$ cat config.mk
export PLATFORM = sky130hd
export DESIGN_NAME = clkgen_multi
export DESIGN_NICKNAME = d
export VERILOG_FILES = /design/src/rtl/clkgen_multi.sv
export SDC_FILE = /design/constraint.sdc
export NUM_CORES = 1
export LEC_CHECK = 0
export CORE_MARGIN = 3
export CORE_UTILIZATION = 40
export CTS_CLUSTER_DIAMETER = 30
export DETAILED_ROUTE_END_ITERATION = 6
export PLACE_DENSITY = 0.62
export SLEW_MARGIN = 20
export SYNTH_ARGS = -nofsm -noshare
export SYNTH_HDL_FRONTEND = slang
export SYNTH_SLANG_ARGS = --single-unit
$ cat constraint.sdc
create_clock -name clk_i -period 4.91 [get_ports clk_i]
set_input_delay 0.7365 -clock clk_i [delete_from_list [all_inputs] [get_ports clk_i]]
set_output_delay 0.7365 -clock clk_i [all_outputs]
set_load 0.1 [all_outputs]
$ cat src/rtl/clkgen_multi.sv
// Multi-channel programmable clock divider with glitch-free run-time divisor changes.
// Optional macro CLKGEN_MULTI_SYNC_EN adds a sync_i input that phase-aligns all channels.
module clkgen_multi #(
   parameter int NCH         = 4,
   parameter int CNT_W       = 16,
   parameter int DEFAULT_DIV = 0,
   parameter int CH_W        = (NCH > 1) ? $clog2(NCH) : 1
) (
   input  logic             clk_i,
   input  logic             rst_i,
   input  logic [NCH-1:0]   en_i,
   input  logic             div_wr_i,
   input  logic [CH_W-1:0]  div_ch_i,
   input  logic [CNT_W-1:0] div_val_i,
`ifdef CLKGEN_MULTI_SYNC_EN
   input  logic             sync_i,
`endif
   output logic [NCH-1:0]   clk_o,
   output logic [NCH-1:0]   tick_o,
   output logic [NCH-1:0]   pend_o
);

   localparam logic [CNT_W-1:0] DEF_DIV = CNT_W'(DEFAULT_DIV);

   logic [CNT_W-1:0] cnt    [NCH];
   logic [CNT_W-1:0] active [NCH];
   logic [CNT_W-1:0] shadow [NCH];
   logic [NCH-1:0]   clk_q;
   logic [NCH-1:0]   tick_q;
   logic [NCH-1:0]   pend_q;
   logic [NCH-1:0]   wr_hit;
   logic             sync_now;

`ifdef CLKGEN_MULTI_SYNC_EN
   assign sync_now = sync_i;
`else
   assign sync_now = 1'b0;
`endif

   // Out-of-range channel numbers match no bit, so such writes vanish.
   always_comb begin
      wr_hit = '0;
      if (div_wr_i) begin
         for (int n = 0; n < NCH; n++) begin
            if (int'(div_ch_i) == n) wr_hit[n] = 1'b1;
         end
      end
   end

   always_ff @(posedge clk_i) begin
      if (rst_i) begin
         for (int n = 0; n < NCH; n++) begin
            cnt[n]    <= '0;
            active[n] <= DEF_DIV;
            shadow[n] <= DEF_DIV;
         end
         clk_q  <= '0;
         tick_q <= '0;
         pend_q <= '0;
      end else begin
         for (int n = 0; n < NCH; n++) begin
            if (sync_now || !en_i[n]) begin
               cnt[n]    <= '0;
               clk_q[n]  <= 1'b0;
               tick_q[n] <= 1'b0;
            end else if (cnt[n] == active[n]) begin
               cnt[n]    <= '0;
               clk_q[n]  <= ~clk_q[n];
               tick_q[n] <= ~clk_q[n];
            end else begin
               cnt[n]    <= cnt[n] + CNT_W'(1);
               tick_q[n] <= 1'b0;
            end

            // New divisors only land at a falling edge, when idle, or on sync, so no phase is ever cut short.
            if (wr_hit[n]) begin
               shadow[n] <= div_val_i;
               pend_q[n] <= 1'b1;
            end else if (pend_q[n] && (sync_now || !en_i[n] ||
                                        (cnt[n] == active[n] && clk_q[n]))) begin
               active[n] <= shadow[n];
               pend_q[n] <= 1'b0;
            end
         end
      end
   end

   assign clk_o  = clk_q;
   assign tick_o = tick_q;
   assign pend_o = pend_q;

endmodule

# After elaboration in Yosys (flattened, before gate mapping)
# Memories as Yosys holds them, arrays and structs flattened.
# Index checks and enable logic that the tools add are counted.
# totals
register_bits	12
ram_bits	192
inputBits	25
output_inout_bits	12
wordCells	194
mem_count	3
# classes
add_sub_neg	4
eq_ne	7
muxes	107
n_bitwise	32
n_reduce_logical	29
# memory_table
name	words	word_bits	rd	rd_ports_with_merged_regs	wr	line	text
active	4	16	4	0	4	26	logic [CNT_W-1:0] active [NCH];
cnt	4	16	4	0	4	25	logic [CNT_W-1:0] cnt [NCH];
shadow	4	16	4	0	4	27	logic [CNT_W-1:0] shadow [NCH];
# ops
operator	n
16-bit 2-to-1 mux	20
1-bit 2-to-1 mux	86
16-bit by 1-bit adder with 16-bit output (second input constant)	4
16-bit == test	4
1-bit OR	20
1-bit inverter	12
3-bit OR reduction	4
1-bit logical AND	8
2-bit nonzero test	4
2-bit OR reduction	4
2-bit == test (second input constant)	2
1-bit logical NOT	4
1-bit logical OR	4
4-bit 2-to-1 mux	1
2-bit by 1-bit == test with 1-bit output (second input constant)	1
2-bit logical NOT	1

# Longest topological paths before layout
# Gate-level depths: netlist of the first run.
# An unclocked memory read counts as a cell.
# depth
depth_word	10
ltp_mapped	7

# Worst setup path before layout of the first run
# No wires, ideal clock.
# synth_path
path_kind	register to register
startpoint	register clk_q[3], in the netlist clk_o[3]
endpoint	memory active[3][0] (enable)
setup_ns	0.411
arrival_time_ns	2.873
required_time_ns	4.499
path_slack_ns	1.626
stages_incl_launch_ff	5
cell_sequence	dfxtp_1 -> clkbuf_1 -> clkbuf_1 -> nand3_1 -> o21ai_0
# synth_lines
element	line	text
from (decl)	28	logic [NCH-1:0] clk_q;
from (signal, indexed assignment)	68	clk_q[n] <= ~clk_q[n];
to (decl)	26	

# Worst setup path after layout of the first run
# layout_path
startpoint	register clk_q[2], in the netlist clk_o[2]
endpoint	output port clk_o[2]
# layout_lines
element	line	text
to (decl)	18	output logic [NCH-1:0] clk_o,
# No word-level cell between the ends.

==> results of run 1 <==
-- where the power goes --
part / leakage, uW / total (uW) / internal [uW] / switching [uW]
sequential: 0.00205 / 2100 / 2010 / 83.0
combinational: 0.00161 / 231 / 84.9 / 146
clock: 0.000853 / 3310 / 2350 / 953
-- path summary, 6_finish.rpt --
| kind | from | to | slack (ns) | cells after the start |
|---|---|---|---|---|
| max | clk_o[2] | clk_o[2] | 1.54 | 1 |
| min | pend_o[0] | pend_o[0] | 0.53 | 2 |
| max reg2reg | cnt[2][5] | active[2][4] | 1.99 | 4 |
| min reg2reg | pend_o[0] | pend_o[0] | 0.53 | 2 |
-- cells by family after synthesis --
family / share of synthesized area, %
flops: 58.0
mux: 0.387
simple gates: 22.6
fa+ha+maj: 0.484
xor+xnor: 9.90
compound gates: 5.08
buf+inv: 3.48
other cells: 0.0362
-- area by class of cell --
cell class | count | area, um2
clock buffers | 60 | 1350
flip-flops and latches | 204 | 6010
inverters | 13 | 48.8
well taps | 330 | 413
repair buffers | 44 | 435
clock inverters | 35 | 373
fillers | 2198 | 12500
multi-input cells | 688 | 4220
-- metal layers --
metal | GRT usage, % | part of all wire (%) | vias up
met1 | 21.0 | 44 | 3409
met4 | 5.60 | 2.1 | 2
met5 | 0 | 0.058 | -
li1 | - | - | 3507
met2 | 26.6 | 48 | 194
met3 | 3.80 | 5.5 | 42
-- cells in the final DEF (no fill, tap or decap), types with 3 or more instances in the layout --
cell type,instances
o21ai_1,19
nor2_1,8
clkinv_1,14
ha_1,4
a21oi_1,6
clkbuf_16,53
nand2_1,26
xor2_1,93
clkbuf_1,7
o21ai_0,40
nor4_2,4
nand4_1,25
nor3_1,64
edfxtp_1,192
and2_1,67
clkinv_2,14
or3_1,4
inv_1,9
a31oi_1,5
xnor2_1,24
o21ai_2,10
buf_4,6
nand3_1,151
bufinv_16,8
dfxtp_1,12
conb_1,64
and4_1,10
nor3b_2,3
nor4_1,20
nand4_2,3
and3_1,8
mux2i_1,4
clkdlybuf4s50_1,36
-- sequential cells by signal (all words and copies together) (netlist names) --
register	count
active	64
cnt	64
shadow	64
clk_o	4
pend_o	4
tick_o	4
-- metrics by stage --
| stage | util (%) | cells |
|---|---|---|
| 3_3_place_gp | 43.8 | 1277 |
| 3_5_place_dp | 43.8 | 1277 |
| 6_report | 50.7 | 1374 |
| 4_1_cts | 50.6 | 1372 |
| 5_1_grt | 50.7 | 1374 |
| 2_1_floorplan | - | 970 |
==> results.py, run 1 <==
metrics = {
    "synthesis": {
        "ys_seq_elements": 204,
        "synth_top_area_share_pct": 55.7,
        "yosys.area.top_type": "edfxtp_1",
        "syn_inst": 907,
        "avgSynthCellArea_um2": 11.4,
        "synth.most_common_cell": "edfxtp_1",
        "async_flop_share_pct": 0,
        "synth_area_mm2": 0.0103,
        "yosysWarningCount": 0,
        "ys_seq_area_share_pct": 58.0,
        "synth_edf_count": 192,
        "ys.flop_type": "edfxtp_1",
        "synthTopCellsByCount": "edfxtp_1, nand3_1, xor2_1",
        "synthTopCellsByArea": "edfxtp_1, xor2_1, nand3_1",
        "ys_types": 52,
    },
    "routing": {
        "firstDrtPassIters": 5,
        "first_iter_violations": 722,
        "antenna_left": 0,
        "num_vias": 7154,
        "drc": 0,
        "wire_per_inst_um": 16.4,
        "drt-total-wl_mm": 22.5,
        "via_per_inst": 5.21,
    },
    "cells_and_area": {
        "final_area_mm2": 0.0129,
        "nets": 1031,
        "area_growth_pct": 24.2,
        "drive_above_1_share_pct": 11.5,
        "antenna_cells": 0,
    },
    "timing": {
        "max_slew_margin_pct": 35.0,
        "slew_viol_final": 0,
        "fin_crit_ns": 3.37,
        "period_share_pct": 68.7,
        "hold_ws_ns": 0.528,
        "fmaxAchievable_mhz": 296,
        "hold_violations": 0,
        "fin_ws_ns": 1.54,
        "grt_setup_unrepaired": "false",
        "tns_ns": 0,
        "setup-violations-final": 0,
        "clock_skew_ns": 0.00913,
        "worst_pin_slew_ns": 0.972,
    },
    "clock_tree": {
        "cts_max_level": 2,
        "cts_made_buffers": 51,
        "postCtsSetupRepairBufs": 0,
        "clk_latency_ns": 0.52,
        "clkTransAtPathRegs_ns": 0.04,
        "cts_hold_buf": 0,
        "clockRootBuffer": "clkbuf_16",
        "clk_path_buf_depth": 3,
        "cts_tree": "yes",
        "numClockSinks": 204,
        "post_cts_resized": 0,
    },
    "die": {
        "floorplan.rows": 58,
        "ioPinCount": 37,
        "die_h_um": 167,
        "start_util_pct": 40.9,
        "die_area_mm2": 0.0278,
        "core_area_mm2": 0.0253,
        "fp.dieW_um": 167,
    },
    "flow_run": {
        "drv_cap": 0,
    },
    "worst_setup_path": {
        "worstSetupEndpointType": "output port",
        "required_ns": 4.17,
        "cp_cell_sequence": "clkdlybuf4s50_1",
        "crit_type": "reg -> out",
        "critPathBufInv": 1,
        "slowest_stage": "clkdlybuf4s50_1",
        "cp_top_family": "buffers and inverters",
        "cp_slowest_stage_delay_ns": 1.28,
        "startpoint_type": "flop",
        "crit_arrival_ns": 2.64,
        "critPathMaxFanout": 21,
    },
    "pwr": {
        "ir_drop_v": 0.000237,
        "total_power_uw": 5630,
        "cellLeakagePower_uw": 0.00451,
        "p_per_area_mw_per_mm2": 438,
    },
    "place": {
        "pre_cts_slack_ns": 1.81,
        "io_buffers": 36,
        "postPlaceCellArea_mm2": 0.0111,
        "post-dp-hpwl_mm": 14.9,
        "gp_congestion": 0.777,
    },
    "outcome": {
        "status": "finished clean",
    },
    "worst_hold_path": {
        "hp-class": "reg -> reg",
    },
    "global_route": {
        "grtUsageTotal_pct": 16.2,
        "grt_max_degree": 33,
        "overflow": 0,
        "grt_pass1_vias": 6911,
        "antenna_found_initial": 1,
        "grt_pass1_wl_mm": 36.3,
    },
}
(Power assumes the default switching activity.)
==> inputs of run 2 (changes only) <==
Settings changed: PLACE_DENSITY 0.62 to 0.64.
Clock period 4.91 ns to 2.8 ns, I/O delays scaled along.
==> results.py, run 2 (synthesis results as in run 1) <==
metrics = {
    "worst_hold_path": {
        "hold_depth": 2,
        "worstHoldEndpoint": "pend_o[2]",
        "hp-class": "reg -> reg",
        "min-delay-start": "pend_o[2]",
    },
    "routing": {
        "drc": 0,
        "antenna_left": 0,
        "num_vias": 7208,
        "firstDrtPassIters": 5,
        "wire_per_inst_um": 16.1,
        "first_iter_violations": 549,
        "via_per_inst": 5.12,
        "drt-total-wl_mm": 22.7,
    },
    "timing": {
        "grt_setup_unrepaired": "false",
        "clock_skew_ns": 0.0144,
        "worst_pin_slew_ns": 1.08,
        "setup-violations-final": 0,
        "hold_ws_ns": 0.575,
        "fmaxAchievable_mhz": 406,
        "slew_viol_final": 0,
        "max_slew_margin_pct": 28.1,
        "period_share_pct": 88.0,
        "fin_crit_ns": 2.46,
        "hold_violations": 0,
        "tns_ns": 0,
    },
    "worst_setup_path": {
        "cp_slowest_stage_delay_ns": 0.67,
        "critPathMaxFanout": 16,
        "startpoint_type": "flop",
        "timing.rr.start": "cnt[1][7]",
        "crit_arrival_ns": 2.62,
        "rr_endpoint": "active[1][14]",
        "worstRegToRegCells": 4,
        "crit_type": "reg -> reg",
        "slowest_stage": "o21ai_2",
        "worstSetupEndpointType": "flop",
        "cp_cell_sequence": "xor2_1, nor4_1, nand4_2, o21ai_2",
        "required_ns": 2.96,
        "reg2reg_slack_ns": 0.34,
    },
    "global_route": {
        "antenna_found_initial": 2,
        "grt_max_degree": 33,
        "grtUsageTotal_pct": 16.4,
        "grt_pass1_wl_mm": 36.7,
        "overflow": 0,
        "grt_pass1_vias": 7062,
    },
    "pwr": {
        "p_switching_uw": 2140,
        "seqPwrFrac_pct": 36.9,
        "ir_drop_v": 0.000519,
        "p_comb_share_pct": 4.5,
        "swShare_pct": 21.6,
        "pwr-share-clk_pct": 58.6,
        "cellLeakagePower_uw": 0.00468,
        "intPower_uw": 7780,
        "p_per_area_mw_per_mm2": 758,
    },
    "flow_run": {
        "drv_cap": 0,
    },
    "clock_tree": {
        "postCtsSetupRepairBufs": 0,
        "clk_path_buf_depth": 3,
        "clockRootBuffer": "clkbuf_16",
        "numClockSinks": 204,
        "clk_latency_ns": 0.55,
        "cts_tree": "yes",
        "cts_max_level": 2,
        "cts_made_buffers": 50,
        "clkTransAtPathRegs_ns": 0.04,
    },
    "cells_and_area": {
        "final_area_mm2": 0.0131,
        "nets": 1066,
        "drive_above_1_share_pct": 15.5,
        "layout_commonest_cell": "edfxtp_1",
        "fillers": 2187,
        "antenna_cells": 0,
        "area_growth_pct": 26.4,
        "top_regs": "active x64, cnt x64, shadow x64",
        "layout_common_cells": "edfxtp_1, nand3_1, xor2_1",
    },
    "die": {
        "floorplan.rows": 58,
        "core_area_mm2": 0.0253,
        "die_h_um": 167,
        "start_util_pct": 40.9,
        "ioPinCount": 37,
        "die_area_mm2": 0.0278,
        "fp.dieW_um": 167,
    },
    "place": {
        "gp_congestion": 0.808,
        "io_buffers": 36,
        "postPlaceCellArea_mm2": 0.0114,
        "post-dp-hpwl_mm": 15.4,
    },
    "outcome": {
        "status": "finished clean",
    },
}
-- run 2: cell count changes in the layout (fill, tap and decap cells not counted), moves of 2 or more --
cell / delta
buf_8: -2
clkdlybuf4s50_1: -12
o21ai_2: +2
o21ai_1: -2
clkinv_8: +2
clkinv_2: -6
clkinv_4: -2
clkinvlp_4: +4
buf_4: +50
clkbuf_16: -3
-- run 2: area by class of cell --
| class | count | area, um2 | area share [%] |
|---|---|---|---|
| multi-input cells | 688 | 4230 | 32.3 |
| inverters | 13 | 48.8 | 0.373 |
| clock buffers | 58 | 1280 | 9.79 |
| flip-flops and latches | 204 | 6010 | 45.9 |
| repair buffers | 80 | 661 | 5.05 |
| well taps | 330 | 413 | 3.16 |
| clock inverters | 34 | 444 | 3.39 |
-- run 2: worst max path at each step --
stage / startpoint / endpoint / slack, ns / cells past startpoint
final: cnt[1][7] / active[1][14] / 0.34 / 4
after global routing: cnt[1][7] / active[1][10] / 0.19 / 4
after CTS: cnt[0][9] / active[0][14] / 0.16 / 4
after detailed placement: div_ch_i[1] / active[0][0] / 0.02 / 5
after global placement: cnt[1][7] / active[1][12] / 0.05 / 4
after floorplan: clk_o[0] / active[0][0] / 0.002 / 4
-- run 2: repair_timing --
action,in CTS,in global routing
hold buffers,0,0
setup endpoints to repair,16,0
resized for setup,1,0
-- run 2: power groups by stage --
stage          Sequential, uW  Clock, uW  Combinational, uW
2_1_floorplan            3680          0                275
3_3_place_gp             3710          0                435
3_5_place_dp             3710          0                441
4_1_cts                  3660       5900                446
5_1_grt                  3680       6110                492
6_report                 3660       5810                445
-- run 2: metal layers --
layer / up-vias / wire (um) / global-route usage (%)
met5: - / 13 / 0
met4: 2 / 445 / 5.27
met3: 48 / 1260 / 4.01
met2: 162 / 11000 / 27.5
met1: 3419 / 9900 / 20.9
li1: 3577 / - / -
-- run 2: worst max-delay path: cells and delay by family, from the launching register on --
kind            cells  cell delay (ns)
simple gates        2             0.73
compound gates      1             0.67
flops               1             0.48
xor+xnor            1             0.21
-- run 2: stage by stage --
step / power (uW) / utilization, % / std cells / setup WS, ns
after floorplan: 3960 / - / 970 / 0.00249
after global placement: 4140 / 44.8 / 1315 / 0.0502
after detailed placement: 4150 / 44.8 / 1315 / 0.0228
after CTS: 10000 / 51.6 / 1407 / 0.163
after global routing: 10300 / 51.7 / 1407 / 0.191
final: 9920 / 51.7 / 1407 / 0.337
==> inputs of run 3 (changes only) <==
Settings changed: HOLD_SLACK_MARGIN from default to 0.1.
==> results of run 3 <==
No change in the layout: final DEF, timing and power equal those of run 2.
